## src/rtl/adder_pipe_hs.sv

```systemverilog
// adder_pipe_hs: multi-lane signed add/subtract pipeline with valid/ready
// handshaking at both ports.
//
// Each lane computes a + b (or a - b when sub_i=1) at DATAW+1 bits and
// registers the DATAW-bit result plus an overflow flag into stage 0. Later
// stages only carry data. The pipeline is elastic: a stage advances when it
// is empty or when the stage after it advances, so backpressure from
// ready_i stalls the pipe without dropping or duplicating transactions.
//
// Optional build macro ADDER_SAT_EN:
//   defined   -> overflowing lanes saturate to the signed min/max value
//   undefined -> overflowing lanes wrap (two's complement low DATAW bits)
// ovf_o flags the affected lanes in both builds.
module adder_pipe_hs #(
  parameter int DATAW = 16,
  parameter int LANES = 4,
  parameter int PIPES = 2
) (
  input  logic                   clk_i,
  input  logic                   rst_i,
  input  logic                   valid_i,
  output logic                   ready_o,
  input  logic                   sub_i,
  input  logic [LANES*DATAW-1:0] dataa_i,
  input  logic [LANES*DATAW-1:0] datab_i,
  output logic                   valid_o,
  input  logic                   ready_i,
  output logic [LANES*DATAW-1:0] sum_o,
  output logic [LANES-1:0]       ovf_o,
  output logic [31:0]            count_o
);

  localparam int VW = LANES * DATAW;

  // One lane of arithmetic. Returns {overflow, result[DATAW-1:0]}.
  // Operands are sign-extended by one bit so the true result always fits;
  // overflow is a disagreement between the two top bits of that result.
  function automatic logic [DATAW:0] lane_op(
    input logic [DATAW-1:0] a,
    input logic [DATAW-1:0] b,
    input logic             sub
  );
    logic [DATAW:0]   ax;
    logic [DATAW:0]   bx;
    logic [DATAW:0]   r;
    logic             ovf;
    logic [DATAW-1:0] res;
    ax = {a[DATAW-1], a};
    bx = {b[DATAW-1], b};
    if (sub) begin
      r = ax - bx;
    end else begin
      r = ax + bx;
    end
    ovf = r[DATAW] ^ r[DATAW-1];
`ifdef ADDER_SAT_EN
    if (ovf) begin
      if (r[DATAW]) begin
        res = {1'b1, {(DATAW-1){1'b0}}};
      end else begin
        res = {1'b0, {(DATAW-1){1'b1}}};
      end
    end else begin
      res = r[DATAW-1:0];
    end
`else
    res = r[DATAW-1:0];
`endif
    return {ovf, res};
  endfunction

  logic [PIPES-1:0] v_q;
  logic [PIPES-1:0] v_d;
  logic [PIPES-1:0] adv_s;
  logic [VW-1:0]    sum_q [PIPES];
  logic [VW-1:0]    sum_d [PIPES];
  logic [LANES-1:0] ovf_q [PIPES];
  logic [LANES-1:0] ovf_d [PIPES];
  logic [31:0]      count_q;
  logic [31:0]      count_d;
  logic [VW-1:0]    in_sum_s;
  logic [LANES-1:0] in_ovf_s;

  // Per-lane arithmetic on the input operands; lanes never share carries.
  always_comb begin
    logic [DATAW:0] lane_r;
    in_sum_s = '0;
    in_ovf_s = '0;
    lane_r   = '0;
    for (int k = 0; k < LANES; k++) begin
      lane_r = lane_op(dataa_i[k*DATAW +: DATAW], datab_i[k*DATAW +: DATAW], sub_i);
      in_sum_s[k*DATAW +: DATAW] = lane_r[DATAW-1:0];
      in_ovf_s[k]                = lane_r[DATAW];
    end
  end

  // Advance chain: stage s moves when any stage from s to the output is
  // empty or the consumer takes the output, written as a running OR so the
  // chain has no self-referencing vector.
  always_comb begin
    logic acc;
    acc   = ready_i;
    adv_s = '0;
    for (int s = PIPES - 1; s >= 0; s--) begin
      acc      = acc | ~v_q[s];
      adv_s[s] = acc;
    end
  end

  // Next-state for stage valid bits, stage data and the transfer counter.
  always_comb begin
    v_d     = v_q;
    sum_d   = sum_q;
    ovf_d   = ovf_q;
    count_d = count_q;
    if (adv_s[0]) begin
      v_d[0]   = valid_i;
      sum_d[0] = in_sum_s;
      ovf_d[0] = in_ovf_s;
    end else begin
      v_d[0]   = v_q[0];
    end
    for (int s = 1; s < PIPES; s++) begin
      if (adv_s[s]) begin
        v_d[s]   = v_q[s-1];
        sum_d[s] = sum_q[s-1];
        ovf_d[s] = ovf_q[s-1];
      end else begin
        v_d[s]   = v_q[s];
      end
    end
    if (v_q[PIPES-1] && ready_i) begin
      count_d = count_q + 32'd1;
    end else begin
      count_d = count_q;
    end
  end

  // Pipeline registers with synchronous reset that flushes every stage.
  always_ff @(posedge clk_i) begin
    if (rst_i) begin
      v_q     <= '0;
      count_q <= 32'd0;
      for (int s = 0; s < PIPES; s++) begin
        sum_q[s] <= '0;
        ovf_q[s] <= '0;
      end
    end else begin
      v_q     <= v_d;
      count_q <= count_d;
      for (int s = 0; s < PIPES; s++) begin
        sum_q[s] <= sum_d[s];
        ovf_q[s] <= ovf_d[s];
      end
    end
  end

  assign ready_o = adv_s[0];
  assign valid_o = v_q[PIPES-1];
  assign sum_o   = sum_q[PIPES-1];
  assign ovf_o   = ovf_q[PIPES-1];
  assign count_o = count_q;

endmodule
```

## config.mk

```make
export PLATFORM = sky130hd
export DESIGN_NAME = adder_pipe_hs
export DESIGN_NICKNAME = d
export VERILOG_FILES = /design/src/rtl/adder_pipe_hs.sv
export SDC_FILE = /design/constraint.sdc
export NUM_CORES = 1
export LEC_CHECK = 0
export CORE_ASPECT_RATIO = 0.75
export CORE_MARGIN = 4
export CORE_UTILIZATION = 39
export CTS_BUF_LIST = sky130_fd_sc_hd__clkbuf_8
export DETAILED_ROUTE_END_ITERATION = 8
export PLACE_DENSITY = 0.75
export SYNTH_ARGS = -nofsm -noshare
export SYNTH_HDL_FRONTEND = slang
export SYNTH_SLANG_ARGS = --single-unit
```

## constraint.sdc

```tcl
create_clock -name clk_i -period 5.9 [get_ports clk_i]
set_input_delay 1.18 -clock clk_i [delete_from_list [all_inputs] [get_ports clk_i]]
set_output_delay 1.18 -clock clk_i [all_outputs]
set_load 0.05 [all_outputs]
```

==> results.tsv, run 1 <==
metric	value	unit
net switching fraction of the power	36.84	%
Core Area	27200	um2
GRT met1 Usage	24.92	%
Setup TNS Final	0	ns
drt via density	5.110	
CP endpoint kind	flip-flop	
clk sinks	170	
GR peak layer	met2	
P_leak	5.275	nW
power share of the combinational group	35.7	%
htree depth	4	
TritonCTS clock tree	yes	
arrival time worst endpoint	4.70	ns
worst slew pin tran	0.9203	ns
I/O Buffers	234	
register share of total power	39.5	%
Crit Path Class	primary input to flip-flop	
CTS max path bufs	2	
global-route wire length before repair	47400	um
row count	52	
Worst VDD drop	0.1667	mV
Vias	9735	
Required @ worst endpoint	6.22	ns
height of the chip	152.5	um
antenna cells	0	
Final Setup Violations	0	
die area	30620	um2
Mapped Cells	1406	
Worst-Skew Late Latency	0.45	ns
per-cell routed wire length	15.21	um
Slew headroom	38.64	%
pin count of the biggest net entering global routing	92	
post-placement cell count	1873	
Post-synth EDFFs	0	
synthesis-stage register bit count	170	
post-route cell area	13400	um2
synth warn	0	
GRT Resource Usage Total	18.28	%
DRC	0	
placed inst area	12990	um2
setup ws final	1.520	ns
sequential cell area fraction in the yosys report	31.33	%
Post-layout nets	1747	
vias in the first global route	9402	
Detail Placement HPWL	22140	um
Synth cell types	71	
PD cells	258.7	nW/um2
Slew Limit Fails	0	
RSZ-0062 raised after global routing	no	
Placement Setup Slack	1.020	ns
switching power	1.277	mW
drt initial violations	394	
P&R area growth vs syn	23.37	%
initial core utilization	39.95	%
Fin. Hold Viols	0	
drt total wl	28970	um
Max-Cap Viols	0	
GRT overflow	0	
hold slack final	0.4503	ns
syn_nets	1612	
first drt pass iteration count	7	
GRT met3 Usage	3.021	%
Peak Freq	228.3	MHz
Final Cycle Share	74.23	%
I/O pin cnt	235	
initial antenna violation count	0	
Clock Pin Slew Worst Setup and Hold Paths	0.11	ns
Synth async-reset ratio	0	%
Root Buffer	clkbuf_8	
width of the die	200.7	um
mapped cell area	10860	um2
clock skew after layout	0.01855	ns
Num CTS Buffers	17	
M2 GR Usage	30.40	%
post-route ant nets	0	
Clk pwr share	24.9	%
Int Power	2.190	mW
worst hold path type	flip-flop to flip-flop	
number of setup buffers added after CTS	0	
CP startpoint kind	primary input	
predominant post-synthesis flop cell	dfxtp_1	
layout cells sized above 1	4.955	%
hold-fix buffers at CTS	0	
outcome	complete, no violations	
Post-CTS Resized	0	
routability cong.	0.8902	
CP max FO	6	
final non-filler cell total	1905	
fin crit period	4.380	ns
Syn Area/Cell	7.727	um2
==> sequential cells by signal (all words and copies together) (netlist names) <==
name,cells
ovf_o,4
sum_q,64
count_o,32
ovf_q,4
sum_o,64
v_q,2
==> through the flow <==
stage	power [mW]	util (%)
floorplan	2.317	-
CTS	3.506	49.28
detailed placement	2.629	47.77
finish	3.467	49.28
global route	3.688	49.28
global placement	2.607	47.77
==> area by class of cell <==
type	instances	area, um2
fill	2630	13790
multi-input combinational	1072	6600
sequential	170	3403
timing repair buffer	241	2404
tap	351	439.2
clock buffer	17	234.0
clock inverter	15	176.4
inverter	39	146.4
==> synthesized netlist by cell type, drive strengths merged (3+ instances only) <==
| cell | number | area, um2 |
|---|---|---|
| nand2 | 250 | 938.4 |
| a21oi | 178 | 902.1 |
| dfxtp | 170 | 3403 |
| nor2 | 132 | 500.5 |
| xnor2 | 91 | 797.0 |
| buf | 76 | 541.8 |
| ha | 69 | 863.3 |
| clkbuf | 49 | 183.9 |
| o21ai | 42 | 214.0 |
| xor2 | 41 | 359.1 |
| inv | 38 | 142.6 |
| nor3 | 35 | 191.4 |
| nand3 | 28 | 140.1 |
| a21o | 25 | 187.7 |
| a211oi | 20 | 162.7 |
| or3 | 16 | 108.9 |
| a31oi | 15 | 93.84 |
| nand3b | 11 | 82.58 |
| nand4 | 11 | 98.84 |
| nor2b | 11 | 68.82 |
| nor4 | 11 | 83.83 |
| o21bai | 10 | 78.82 |
| nand2b | 9 | 56.30 |
| and3 | 7 | 43.79 |
| o21a | 7 | 52.55 |
| mux2i | 6 | 60.06 |
| o31ai | 5 | 37.54 |
| and2 | 4 | 25.03 |
| fa | 4 | 80.08 |
| or3b | 4 | 37.54 |
| a2111oi | 3 | 70.06 |
| or2 | 3 | 18.77 |
==> layer usage <==
layer / vias to the layer above / routed length (um) / part of all wire [%]
li1: 5018 / - / -
met5: - / 0 / 0
met3: 29 / 1163 / 4.0
met4: 0 / 503 / 1.7
met2: 234 / 13270 / 46
met1: 4454 / 14030 / 48
==> final timing paths <==
kind                            cells after the start               startpoint  slack (ns)                     end
worst max register to register                      8      v_q[1]$_SDFFE_PP0P_        3.44   ovf_q[4]$_SDFFE_PP0P_
worst min register to register                      2  sum_q[124]$_SDFFE_PP0P_        0.45  sum_o[60]$_SDFFE_PP0P_
worst min-delay path                                2  sum_q[124]$_SDFFE_PP0P_        0.45  sum_o[60]$_SDFFE_PP0P_
worst max-delay path                               17              datab_i[48]        1.52   ovf_q[7]$_SDFFE_PP0P_
==> cells in the final DEF, fill, tap and decap left out, types with 9 or more instances in the layout <==
cell,netlist,routed
o21bai_1,9,9
a21o_1,25,25
nor2b_1,11,10
clkdlybuf4s50_1,0,232
nand2_1,250,250
ha_1,69,69
o21ai_0,32,32
dfxtp_1,170,170
nor2_1,130,130
nand4_1,9,9
nand3b_1,11,11
o21ai_1,9,9
xor2_1,41,41
nand3_1,28,28
or3_1,12,12
inv_1,37,37
nor3_1,33,33
a211oi_1,19,19
nor4_1,10,10
a21oi_1,175,175
a31oi_1,15,15
xnor2_1,91,91
clkbuf_8,0,17
==> kinds of logic (layout without fill, tap and decap cells) <==
kind of cell,Yosys count,after routing,synth area share [%]
and+or+nand+nor,542,542,22.87
AOI/OAI and AO/OA,318,318,17.69
DFF,170,170,31.33
buffers and inverters,164,312,8.027
xor gates and xnor gates,133,133,10.85
adders and majority gates,73,73,8.684
muxes,6,6,0.5528
==> worst max-delay path, cell delays in order <==
cell and delay [ns]:
clkdlybuf4s50_1 0.47, inv_1 0.08, ha_1 0.17, or3b_4 0.41, nor3_1 0.14, nor2_1 0.07, xnor2_1 0.14, ha_1 0.40
nand4_1 0.13, a211oi_1 0.27, nor2_1 0.12, a2111oi_2 0.35, nor2_1 0.11, a21oi_1 0.17, xor2_1 0.24, xnor2_1 0.15
o21ai_1 0.08
==> power groups by stage <==
stage	sequential (mW)	combinational [mW]	clock (mW)
after floorplan	1.37	0.943	0
after global placement	1.39	1.22	0
after detailed placement	1.39	1.23	0
after CTS	1.37	1.24	0.897
after global routing	1.39	1.36	0.943
final	1.37	1.24	0.862
Note: power is estimated with default switching activity, not from simulation.
==> run 2, diff against run 1 <==
- clock period: 5.9 -> 4.4 ns (I/O delays scaled with it)
==> results.tsv, run 2 (same netlist as run 1, synthesis figures left out) <==
metric	value	unit	change
Clock Pin Slew Worst Setup and Hold Paths	0.11	ns	about the same
Slew headroom	45.01	%	+6.4 points
Fin. Hold Viols	0		unchanged
Final Cycle Share	88.43	%	
post-route ant nets	0		unchanged
clk sinks	170		unchanged
reg2reg path depth	7		-1
number of setup buffers added after CTS	0		unchanged
Post-layout nets	1754		+0.40%
CP startpoint kind	primary input		
pin count of the biggest net entering global routing	91		-1.1%
CP endpoint kind	flip-flop		
width of the die	200.7	um	unchanged
Placement Setup Slack	0.05233	ns	-0.9681 ns
Core Area	27200	um2	unchanged
Detail Placement HPWL	21900	um	-1.1%
hold-fix buffers at CTS	0		unchanged
fin crit period	3.891	ns	
CP max stage cell	nor4_1		
setup ws final	0.5091	ns	-1.011 ns
DRC	0		unchanged
die area	30620	um2	unchanged
P&R area growth vs syn	23.96	%	
initial antenna violation count	3		+3
I/O pin cnt	235		unchanged
TritonCTS clock tree	yes		
drt initial violations	480		+22%
CP Capture Point	ovf_q[5]$_SDFFE_PP0P_		
Worst-Skew Late Latency	0.47	ns	+0.02 ns
Root Buffer	clkbuf_8		
arrival time worst endpoint	4.23	ns	-0.47 ns
Crit Reg-Reg Endpoint	count_o[29]$_SDFFE_PP0P_		
Setup TNS Final	0	ns	unchanged
first drt pass iteration count	5		-2
vias in the first global route	9294		-1.1%
P_leak	5.298	nW	+0.43%
placed inst area	13070	um2	+0.58%
CTS max path bufs	2		unchanged
global-route wire length before repair	47140	um	-0.55%
drt total wl	29120	um	+0.53%
CP startpoint	datab_i[23]		
row count	52		unchanged
layout filler cell count	2670		+1.5%
Largest stage delay, worst path	0.55	ns	+0.08 ns
critical path depth in cells	15		-2
post-route cell area	13470	um2	+0.48%
Required @ worst endpoint	4.74	ns	-1.48 ns
Reg area	3403	um2	unchanged
r2r setup slk	2.04	ns	-1.40 ns
r2r startpoint	v_q[1]$_SDFFE_PP0P_		
CP dominant cell by count	xnor2_1		
Peak Freq	257.0	MHz	
worst slew pin tran	0.8248	ns	-0.09554 ns
CP Cell Sequence	clkdlybuf4s50_1 > nor4_1 > and4bb_2 > a31oi_1 > xnor2_1 > ha_1 > a21o_1 > a21o_1 > a21oi_1 > a21boi_0 > o21bai_1 > xnor2_1 > xnor2_1 > buf_4 > o21ai_1		
clock skew after layout	0.01913	ns	+0.0005754 ns
Buf/Inv on CP	2		unchanged
Num CTS Buffers	17		unchanged
Max-Cap Viols	0		unchanged
initial core utilization	39.95	%	unchanged
commonest non-fill, non-tap cell in the layout	nand2_1		
routability cong.	0.9158		+2.9%
Util after Layout	49.52	%	+0.23 points
layout cells sized above 1	5.445	%	+0.49 points
most frequent cells in the layout	250 x nand2_1, 231 x clkdlybuf4s50_1, 175 x a21oi_1, 170 x dfxtp_1, 130 x nor2_1		
per-cell routed wire length	15.21	um	about the same
PD cells	343.2	nW/um2	+33%
Vias	9765		+0.31%
Pwr Total	4.621	mW	+33%
Multi-input gate area	6600	um2	unchanged
Worst VDD drop	0.1627	mV	-2.4%
Crit Path Class	primary input to flip-flop		
htree depth	4		unchanged
height of the chip	152.5	um	unchanged
Slew Limit Fails	0		unchanged
Final Setup Violations	0		unchanged
CP max FO	4		-2
I/O Buffers	234		unchanged
outcome	complete, no violations		
RSZ-0062 raised after global routing	no		
cell family with most CP delay	compound AO/OA/AOI/OAI gates		
GRT Resource Usage Total	18.31	%	+0.026 points
Post-CTS Resized	0		unchanged
worst hold path type	flip-flop to flip-flop		
drt via density	5.099		-0.22%
GRT overflow	0		unchanged
[run 2: changes by cell type in the layout (fill, tap and decap cells not counted), sizes merged]
cell	before	now
bufinv	1	0
clkinvlp	0	2
buf	9	17
diode	0	3
inv	46	45
clkdlybuf4s50	232	231
[run 2: final cells by class]
| cell class | instances | area share (%) |
|---|---|---|
| clock buffer | 17 | 1.737 |
| multi-input combinational | 1072 | 49.01 |
| inverter | 39 | 1.087 |
| timing repair buffer | 248 | 18.41 |
| antenna | 3 | 0.05575 |
| sequential | 170 | 25.27 |
| tap | 351 | 3.261 |
| clock inverter | 15 | 1.171 |
[run 2: routing by layer]
| metal | vias to the layer above | share of wire, % | GRT usage, % |
|---|---|---|---|
| met5 | - | 0 | 0 |
| met1 | 4463 | 49 | 25.54 |
| met2 | 258 | 45 | 29.63 |
| met4 | 0 | 1.6 | 4.586 |
| met3 | 29 | 4.4 | 3.106 |
| li1 | 5015 | - | - |
[run 2: where the power goes]
group,total (mW),leakage [nW],switching [mW],internal (mW)
Clock,1.10,0.193,0.677,0.425
Sequential,1.84,1.40,0.106,1.73
Combinational,1.68,3.71,0.943,0.736
[run 2: through the flow]
stage | cells | hold slack [ns]
after CTS | 1912 | 0.4499
final | 1915 | 0.4471
after global placement | 1880 | 0.4371
after floorplan | 1406 | 0.4317
after detailed placement | 1880 | 0.4439
after global routing | 1915 | 0.4545
[run 2: worst reg2reg max path, delay by kind of cell (launching register included)]
kind / cells / cell delay [ns]
compound gates: 1 / 0.14
simple gates: 6 / 1.75
flops: 1 / 0.40
[run 2: worst min-delay path by stage]
stage | startpoint | slack [ns] | cells past startpoint | endpoint
3_5_place_dp | sum_o[21]$_SDFFE_PP0P_ | 0.44 | 2 | sum_o[21]$_SDFFE_PP0P_
3_3_place_gp | sum_o[39]$_SDFFE_PP0P_ | 0.44 | 2 | sum_o[39]$_SDFFE_PP0P_
4_1_cts | sum_q[109]$_SDFFE_PP0P_ | 0.45 | 2 | sum_o[45]$_SDFFE_PP0P_
2_1_floorplan | v_q[0]$_SDFFE_PP0P_ | 0.43 | 2 | v_q[1]$_SDFFE_PP0P_
6_report | sum_q[109]$_SDFFE_PP0P_ | 0.45 | 2 | sum_o[45]$_SDFFE_PP0P_
5_1_grt | sum_q[84]$_SDFFE_PP0P_ | 0.45 | 2 | sum_o[20]$_SDFFE_PP0P_
